--- src/rtl/tdm_pkg.sv ---
// Shared TDM definitions: FSM states and default frame geometry.
// Used by both the TDM multiplexer and demultiplexer.
package tdm_pkg;

  localparam int TDM_NCH = 4;
  localparam int TDM_W   = 8;

  typedef enum logic {
    HUNT   = 1'b0,
    LOCKED = 1'b1
  } tdm_state_t;

endpackage

--- src/rtl/tdm_demux_if.sv ---
// Serial TDM input and demultiplexed channel outputs.
// Master drives the stream; slave is the demux.
interface tdm_demux_if
  import tdm_pkg::*;
#(
  parameter int NCH = TDM_NCH,
  parameter int W   = TDM_W
);

  logic             din;
  logic             din_valid;
  logic             sync;
  logic [NCH*W-1:0] ch_data;
  logic [NCH-1:0]   ch_valid;
  logic             frame_done;
  logic             locked;
  logic             sync_err;

  modport master (
    output din, din_valid, sync,
    input  ch_data, ch_valid,
    input  frame_done, locked, sync_err
  );

  modport slave (
    input  din, din_valid, sync,
    output ch_data, ch_valid,
    output frame_done, locked, sync_err
  );

endinterface

--- src/rtl/tdm_deser.sv ---
// W-bit serial-to-parallel converter, MSB first.
// start restarts a word with the current bit as its MSB.
module tdm_deser
  import tdm_pkg::*;
#(
  parameter int W = TDM_W,
  localparam int BW = $clog2(W)
) (
  input  logic          clk,
  input  logic          rst_n,
  input  logic          en,
  input  logic          start,
  input  logic          bit_in,
  output logic [BW-1:0] bit_cnt,
  output logic [W-1:0]  word,
  output logic          word_done
);

  logic [W-2:0] sr;

  // Completed word includes the bit being sampled this cycle
  assign word      = {sr, bit_in};
  assign word_done = en && !start &&
                     (bit_cnt == BW'(W - 1));

  always_ff @(posedge clk or negedge rst_n) begin
    if (!rst_n) begin
      sr      <= '0;
      bit_cnt <= '0;
    end else if (en) begin
      if (start) begin
        sr      <= (W-1)'(bit_in);
        bit_cnt <= BW'(1);
      end else begin
        sr      <= word[W-2:0];
        bit_cnt <= word_done ? '0
                             : bit_cnt + BW'(1);
      end
    end
  end

endmodule

--- src/rtl/tdm_demux.sv ---
// TDM demultiplexer: locks on sync, splits the serial
// stream into NCH held words with per-channel strobes.
module tdm_demux
  import tdm_pkg::*;
#(
  parameter int NCH = TDM_NCH,
  parameter int W   = TDM_W
) (
  input  logic       clk,
  input  logic       rst_n,
  tdm_demux_if.slave bus
);

  localparam int SW = $clog2(NCH);
  localparam int BW = $clog2(W);

  tdm_state_t    state;
  tdm_state_t    state_nxt;
  logic [SW-1:0] slot;
  logic [BW-1:0] bit_cnt;
  logic [W-1:0]  word;
  logic          word_done;
  logic          start;
  logic          en;
  logic          aligned;

  assign start   = bus.din_valid && bus.sync;
  assign en      = bus.din_valid &&
                   (state == LOCKED || bus.sync);
  assign aligned = (slot == '0) && (bit_cnt == '0);

  tdm_deser #(.W(W)) u_deser (
    .clk       (clk),
    .rst_n     (rst_n),
    .en        (en),
    .start     (start),
    .bit_in    (bus.din),
    .bit_cnt   (bit_cnt),
    .word      (word),
    .word_done (word_done)
  );

  always_ff @(posedge clk or negedge rst_n) begin
    if (!rst_n) state <= HUNT;
    else        state <= state_nxt;
  end

  always_comb begin
    state_nxt = state;
    if (start) state_nxt = LOCKED;
  end

  assign bus.locked = (state == LOCKED);

  always_ff @(posedge clk or negedge rst_n) begin
    if (!rst_n) begin
      slot           <= '0;
      bus.ch_data    <= '0;
      bus.ch_valid   <= '0;
      bus.frame_done <= 1'b0;
      bus.sync_err   <= 1'b0;
    end else begin
      bus.ch_valid   <= '0;
      bus.frame_done <= 1'b0;
      bus.sync_err   <= 1'b0;
      if (start) begin
        // Sync realigns; only an off-boundary one is an error
        slot <= '0;
        if (state == LOCKED && !aligned)
          bus.sync_err <= 1'b1;
      end else if (word_done) begin
        for (int k = 0; k < NCH; k++)
          if (slot == SW'(k))
            bus.ch_data[k*W +: W] <= word;
        bus.ch_valid[slot] <= 1'b1;
        bus.frame_done <= (slot == SW'(NCH - 1));
        slot <= (slot == SW'(NCH - 1)) ? '0
                                       : slot + SW'(1);
      end
    end
  end

endmodule

--- src/flat_wrapper.sv ---
// flat-port wrapper written by rule: the top's interface ports become plain ports
module tdm_demux_flat import tdm_pkg::*;
#(
  parameter int NCH = TDM_NCH,
  parameter int W   = TDM_W
)
  (clk, rst_n, bus_din, bus_din_valid, bus_sync, bus_ch_data, bus_ch_valid, bus_frame_done, bus_locked, bus_sync_err);
  tdm_demux_if #(.NCH(NCH), .W(W)) bus_i ();
  input  logic clk;
  input  logic rst_n;
  input wire logic [$bits(bus_i.din)-1:0] bus_din;
  input wire logic [$bits(bus_i.din_valid)-1:0] bus_din_valid;
  input wire logic [$bits(bus_i.sync)-1:0] bus_sync;
  output wire logic [$bits(bus_i.ch_data)-1:0] bus_ch_data;
  output wire logic [$bits(bus_i.ch_valid)-1:0] bus_ch_valid;
  output wire logic [$bits(bus_i.frame_done)-1:0] bus_frame_done;
  output wire logic [$bits(bus_i.locked)-1:0] bus_locked;
  output wire logic [$bits(bus_i.sync_err)-1:0] bus_sync_err;
  assign bus_i.din = bus_din;
  assign bus_i.din_valid = bus_din_valid;
  assign bus_i.sync = bus_sync;
  assign bus_ch_data = bus_i.ch_data;
  assign bus_ch_valid = bus_i.ch_valid;
  assign bus_frame_done = bus_i.frame_done;
  assign bus_locked = bus_i.locked;
  assign bus_sync_err = bus_i.sync_err;
  tdm_demux #(.NCH(NCH), .W(W)) u_core (.clk(clk), .rst_n(rst_n), .bus(bus_i));
endmodule
--- config.mk ---
export PLATFORM = sky130hd
export DESIGN_NAME = tdm_demux_flat
export DESIGN_NICKNAME = d
export VERILOG_FILES = /design/src/rtl/tdm_pkg.sv /design/src/rtl/tdm_demux_if.sv /design/src/rtl/tdm_deser.sv /design/src/rtl/tdm_demux.sv /design/src/flat_wrapper.sv
export SDC_FILE = /design/constraint.sdc
export NUM_CORES = 1
export LEC_CHECK = 0
export CAP_MARGIN = 40
export CORE_MARGIN = 8
export CORE_UTILIZATION = 55
export CTS_BUF_LIST = sky130_fd_sc_hd__clkbuf_16
export DETAILED_ROUTE_END_ITERATION = 10
export DONT_BUFFER_PORTS = 1
export GPL_TIMING_DRIVEN = 0
export PLACE_DENSITY_LB_ADDON = 0.2
export REMOVE_ABC_BUFFERS = 1
export SYNTH_ARGS = -nofsm -noshare
export SYNTH_HDL_FRONTEND = slang
export SYNTH_SLANG_ARGS = --single-unit
--- constraint.sdc ---
create_clock -name clk -period 2.15 [get_ports clk]
set_input_delay 0.1075 -clock clk [delete_from_list [all_inputs] [get_ports clk]]
set_output_delay 0.1075 -clock clk [all_outputs]
set_load 0.02 [all_outputs]
* Word level (Yosys, flattened, before mapping)
Index checks and enable logic that the tools add are counted.
Widths: inputs -> output; s select.
** Storage, ports and cells
- Memory bits (writable) :: 0
- Memories kept :: 0
- Bits in read-only memories :: 0
- Register bits after elaboration :: 51
- Word-level logic and storage cells :: 51
- Input port bits :: 5
- Latch bits :: 0
- Output and inout bits :: 39
** Operators by class
- Equality and inequality tests :: 4
- Mux-type cells :: 14
- Reductions and logical operators :: 17
- Add/subtract/negate cells :: 2
- Bitwise logic cells :: 1
- Div/mod/pow operators :: 0
- $mul :: 0
- Order comparisons :: 2
- Shift operators :: 0
** Operator list (count)
- $reduce_and 3->1 :: 4
- $mux 4 :: 2
- $logic_and 1x1->1 :: 7
- $mux 7 :: 1
- $mux 2 :: 3
- $mux 3 :: 2
- $mux 1 :: 5
- $eq 2x2->1 const B :: 2
- $add 3x1->3 const B :: 1
- $eq 3x3->1 const B :: 1
- $logic_not 3->1 :: 1
- $lt 2x3->1 const B :: 1
- $add 2x1->2 const B :: 1
- $demux 1 s2 :: 1
- $eq 2x1->1 const B :: 1
- $ge 2x1->1 const B :: 1
- $logic_not 1->1 :: 2
- $logic_not 2->1 :: 1
- $reduce_bool 2->1 :: 1
- $logic_or 1x1->1 :: 1
- $not 1->1 :: 1

* Longest topological paths before layout
- Depth after elaboration :: 6
- Depth in mapped cells :: 6
- Depth with buffers taken out :: 5

* Hierarchy
From an unflattened synthesis, not the netlist that was laid out.
** Unflattened totals
- Cells, all modules :: 135
- Area total of the unflattened synthesis :: 2060.7 um^2
** Modules (own cells, without submodules)
- tdm_demux :: instances 1, area an instance 1610.3 um^2, cells each 100, seq. area each 1001.0 um^2
- tdm_deser :: instances 1, area an instance 450.4 um^2, cells each 35, seq. area each 250.2 um^2

* Least setup slack after synthesis
No wires, ideal clock.
- Path type :: register to register
- From :: register u_core.u_deser.bit_cnt[0]
- To :: register u_core.bus.ch_data[10]
- Library setup time :: 0.125 ns
- Stages on the path, launching flop included :: 7
- Path slack :: 0.448 ns
- Path buffers :: 1
- Clock period less this slack :: 1.702 ns
- Data required time :: 2.025 ns
- Arrival time :: 1.577 ns
- Cell sequence :: dfrtp_1 ha_1 ha_1 and4b_1 buf_12 nand2_8 mux2_4
** Between the ends
- Word-level cells in the longest chain between the ends :: 3
** Ends and longest elaborated chain
- start: declaration :: RTL line tdm_deser.sv:14 : output logic [BW-1:0] bit_cnt,
- start signal: assignment :: RTL line tdm_deser.sv:36 : bit_cnt <= word_done ? '0
- $eq 3x3->1 :: RTL line tdm_deser.sv:24 : (bit_cnt == BW'(W - 1));
- $logic_and 1x1->1 :: RTL line tdm_deser.sv:23 : assign word_done = en && !start &&
- $reduce_and 3->1 (no source line)
- end signal: indexed assignment :: RTL line tdm_demux.sv:74 : bus.ch_data[k*W +: W] <= word;
- end: declaration :: RTL line tdm_demux_if.sv:27 : output ch_data, ch_valid,
Every way passes these cells.
A chain may end at the register's enable or synchronous reset.

* Worst setup path in the final report
- From :: register u_core.u_deser.bit_cnt[0]
- To :: register u_core.bus.ch_data[24]
The elaborated chain is that of the path after synthesis.

==> results_dict.tcl <==
set metrics [dict create \
    grt_pass1_wl_mm 6.67 \
    synth-seq-cells 50 \
    crit_path_max_incr_delay_ns 0.54 \
    synthDistinctLibCells 24 \
    grt-ovfl-total 0 \
    synth_most_common_cell "dfrtp_1" \
    hold_path_end "u_core.slot[1]" \
    finalClockSkew_ns 0.00583 \
    ios 44 \
    critPathArrivalTime_ns 2.08 \
    peakVddDrop_mv 0.439 \
    powerDensity_nw_per_um2 813 \
    ant_nets 0 \
    period_needed_ns 1.91 \
    drc 0 \
    grt_pass1_vias 1182 \
    cts_buffer_depth 2 \
    fp.dieW_um 79.2 \
    rows 23 \
    dieArea_sq_um 6280 \
    num_vias 1081 \
    first_iter_violations 69 \
    finalWirelength_mm 4.13 \
    nets 156 \
    track_usage_pct 14.2 \
    htreeDepth 2 \
    hold_violations 0 \
    synth_area_per_cell_sq_um 16.0 \
    coreArea_sq_um 3910 \
    area_delta_synth_final_pct 11.4 \
    synth_edf_count 0 \
    fin_crit_sh_pct 88.7 \
    critical_path_class "flip-flop to flip-flop" \
    p_leak_nw 1.30 \
    netlist_area_sq_um 2200 \
    detail_route.wl_per_cell_um 21.2 \
    critPathCaptureType "flip-flop" \
    reg2reg_from "u_core.u_deser.bit_cnt[0]" \
    finalMaxSlewViolations 0 \
    die_h_um 79.2 \
    ys.warnings.count 0 \
    numClockSinks 50 \
    clkLatencyLatePin_ns 0.29 \
    drive_above_1_share_pct 34.5 \
    synth_top_flop_cell "dfrtp_1" \
    hold_path.class "input pin to flip-flop" \
    start_util_pct 56.2 \
    synth.largest_area_cell "dfrtp_1" \
    worst_r2r_path_depth 5 \
    max_cap_violations 0 \
    globalplace.congestion 0.686 \
    cp_common_cell "ha_1" \
    min_from "bus_din_valid" \
    finalSetupTns_ns 0 \
    cp-start-kind "flip-flop" \
    cts_buffers 5 \
    cts.clk_slew.worst_paths_ns 0.06 \
    timing.reg2reg.setup_slack_ns 0.24 \
    grt_max_degree 51 \
    yosys-top-cells-area "dfrtp_1 (57%), mux2_4 (22%), ha_1 (4.0%)" \
    status "complete, no violations" \
    rsz0062_at_grt "no" \
    slew_headroom_pct 68.6 \
    antenna_found_initial 0 \
    cp-startpoint "u_core.u_deser.bit_cnt[0]" \
    fin_hold_ws_ns 0.0392 \
    setup_viol 0 \
    vias_per_cell 5.54 \
    fmax_mhz 524 \
    worst_slew_pin_slew_ns 0.472 \
    num_antenna_cells 0 \
    fin_util_pct 62.6 \
    async_flop_share_pct 100 \
    hold_depth 2 \
    ys_seq_area_share_pct 56.9 \
    yosysTopAreaCellShare_pct 56.9 \
    tritoncts "done" \
    port_buffers 0 \
    cp_max_fo 9 \
    slowest_stage "and4b_2" \
    place_hpwl_mm 2.74 \
    syn_inst 137 \
    synth_commonest_cells "dfrtp_1 (50), mux2_4 (32), inv_1 (10)" \
    r2r-end "u_core.bus.ch_data[24]" \
    fillCellCount 320 \
    first_pass_iters 2 \
    ctsRootBufferMaster "clkbuf_16" \
    cp_cell_sequence "ha_1, ha_1, and4b_2, nand2_8, mux2_4" \
    power.total_mw 1.99 \
    worstPathRequired_ns 2.32 \
]
[what timing repair did]
action,CTS,global route
endpoints found under the setup margin,32,0
hold endpoints to repair,59,0
setup buffers,0,0
gates resized for setup,1,0
hold buffers,6,0
[layout make-up]
| class | instances | area (sq um) | share of cell area (%) |
|---|---|---|---|
| multi-input cells | 71 | 853 | 34.8 |
| clock buffers | 5 | 125 | 5.11 |
| well taps | 50 | 62.6 | 2.55 |
| flip-flops and latches | 50 | 1250 | 51.1 |
| inverters | 10 | 37.5 | 1.53 |
| clock inverters | 3 | 41.3 | 1.69 |
| repair buffers | 6 | 77.6 | 3.17 |
[state kept, by name, indices dropped and copies added (netlist names)]
signal / flops
u_core.u_deser.sr: 7
u_core.bus.locked: 1
u_core.u_deser.bit_cnt: 3
u_core.slot: 2
u_core.bus.sync_err: 1
u_core.bus.ch_data: 32
u_core.bus.ch_valid: 4
[metal layers]
| layer | vias to the layer above | share of wire [%] | GRT usage [%] |
|---|---|---|---|
| met1 | 555 | 39 | 16.1 |
| met4 | 0 | 1.6 | 7.78 |
| met3 | 4 | 7.7 | 5.19 |
| li1 | 490 | - | - |
| met2 | 32 | 51 | 22.8 |
| met5 | - | 0 | 0 |
[critical path, delay by kind of cell (launching register included)]
family,cells,cell delay [ns]
and+or+nand+nor,2,0.70
muxes,1,0.33
adders and majority gates,2,0.37
DFF,1,0.40
[stage by stage]
stage	instance area [sq um]	setup WS, ns	cells
2_1_floorplan	2140	0.177	131
3_3_place_gp	2200	0.0283	181
3_5_place_dp	2200	-0.00836	181
4_1_cts	2450	0.221	195
5_1_grt	2450	0.136	195
6_report	2450	0.243	195
[how the worst max path moves through the flow]
| stage | cells after the start | endpoint |
|---|---|---|
| after floorplan | 5 | u_core.bus.ch_data[14] |
| after global placement | 5 | u_core.bus.ch_data[0] |
| after detailed placement | 5 | u_core.bus.ch_data[5] |
| after CTS | 5 | u_core.bus.ch_data[16] |
| after global routing | 5 | u_core.bus.ch_data[5] |
| final | 5 | u_core.bus.ch_data[24] |
[cells by family (layout without fill, tap and decap cells)]
| kind of cell | Yosys count | after routing | share of synthesized area (%) |
|---|---|---|---|
| flops | 50 | 50 | 56.9 |
| mux | 33 | 33 | 22.4 |
| compound gates | 16 | 16 | 5.92 |
| buf+inv | 16 | 24 | 4.33 |
| simple gates | 15 | 15 | 6.49 |
| fa+ha+maj | 7 | 7 | 3.98 |
[placed cells by master, fill, tap and decap left out, types with 2 or more instances in the layout]
cell type,count
dfrtp_1,50
mux2_4,32
nand3_1,2
dlygate4sd3_1,5
nand2_8,4
a22o_1,9
a21o_2,2
nand2_1,4
inv_1,11
ha_1,7
clkbuf_16,5
[power by group]
part	switching, mW	internal, mW	total, mW
Clock	0.332	0.544	0.877
Combinational	0.0504	0.0512	0.102
Sequential	0.0447	0.969	1.01
Total	0.428	1.56	1.99
Power figures use the tool's default switching activity.
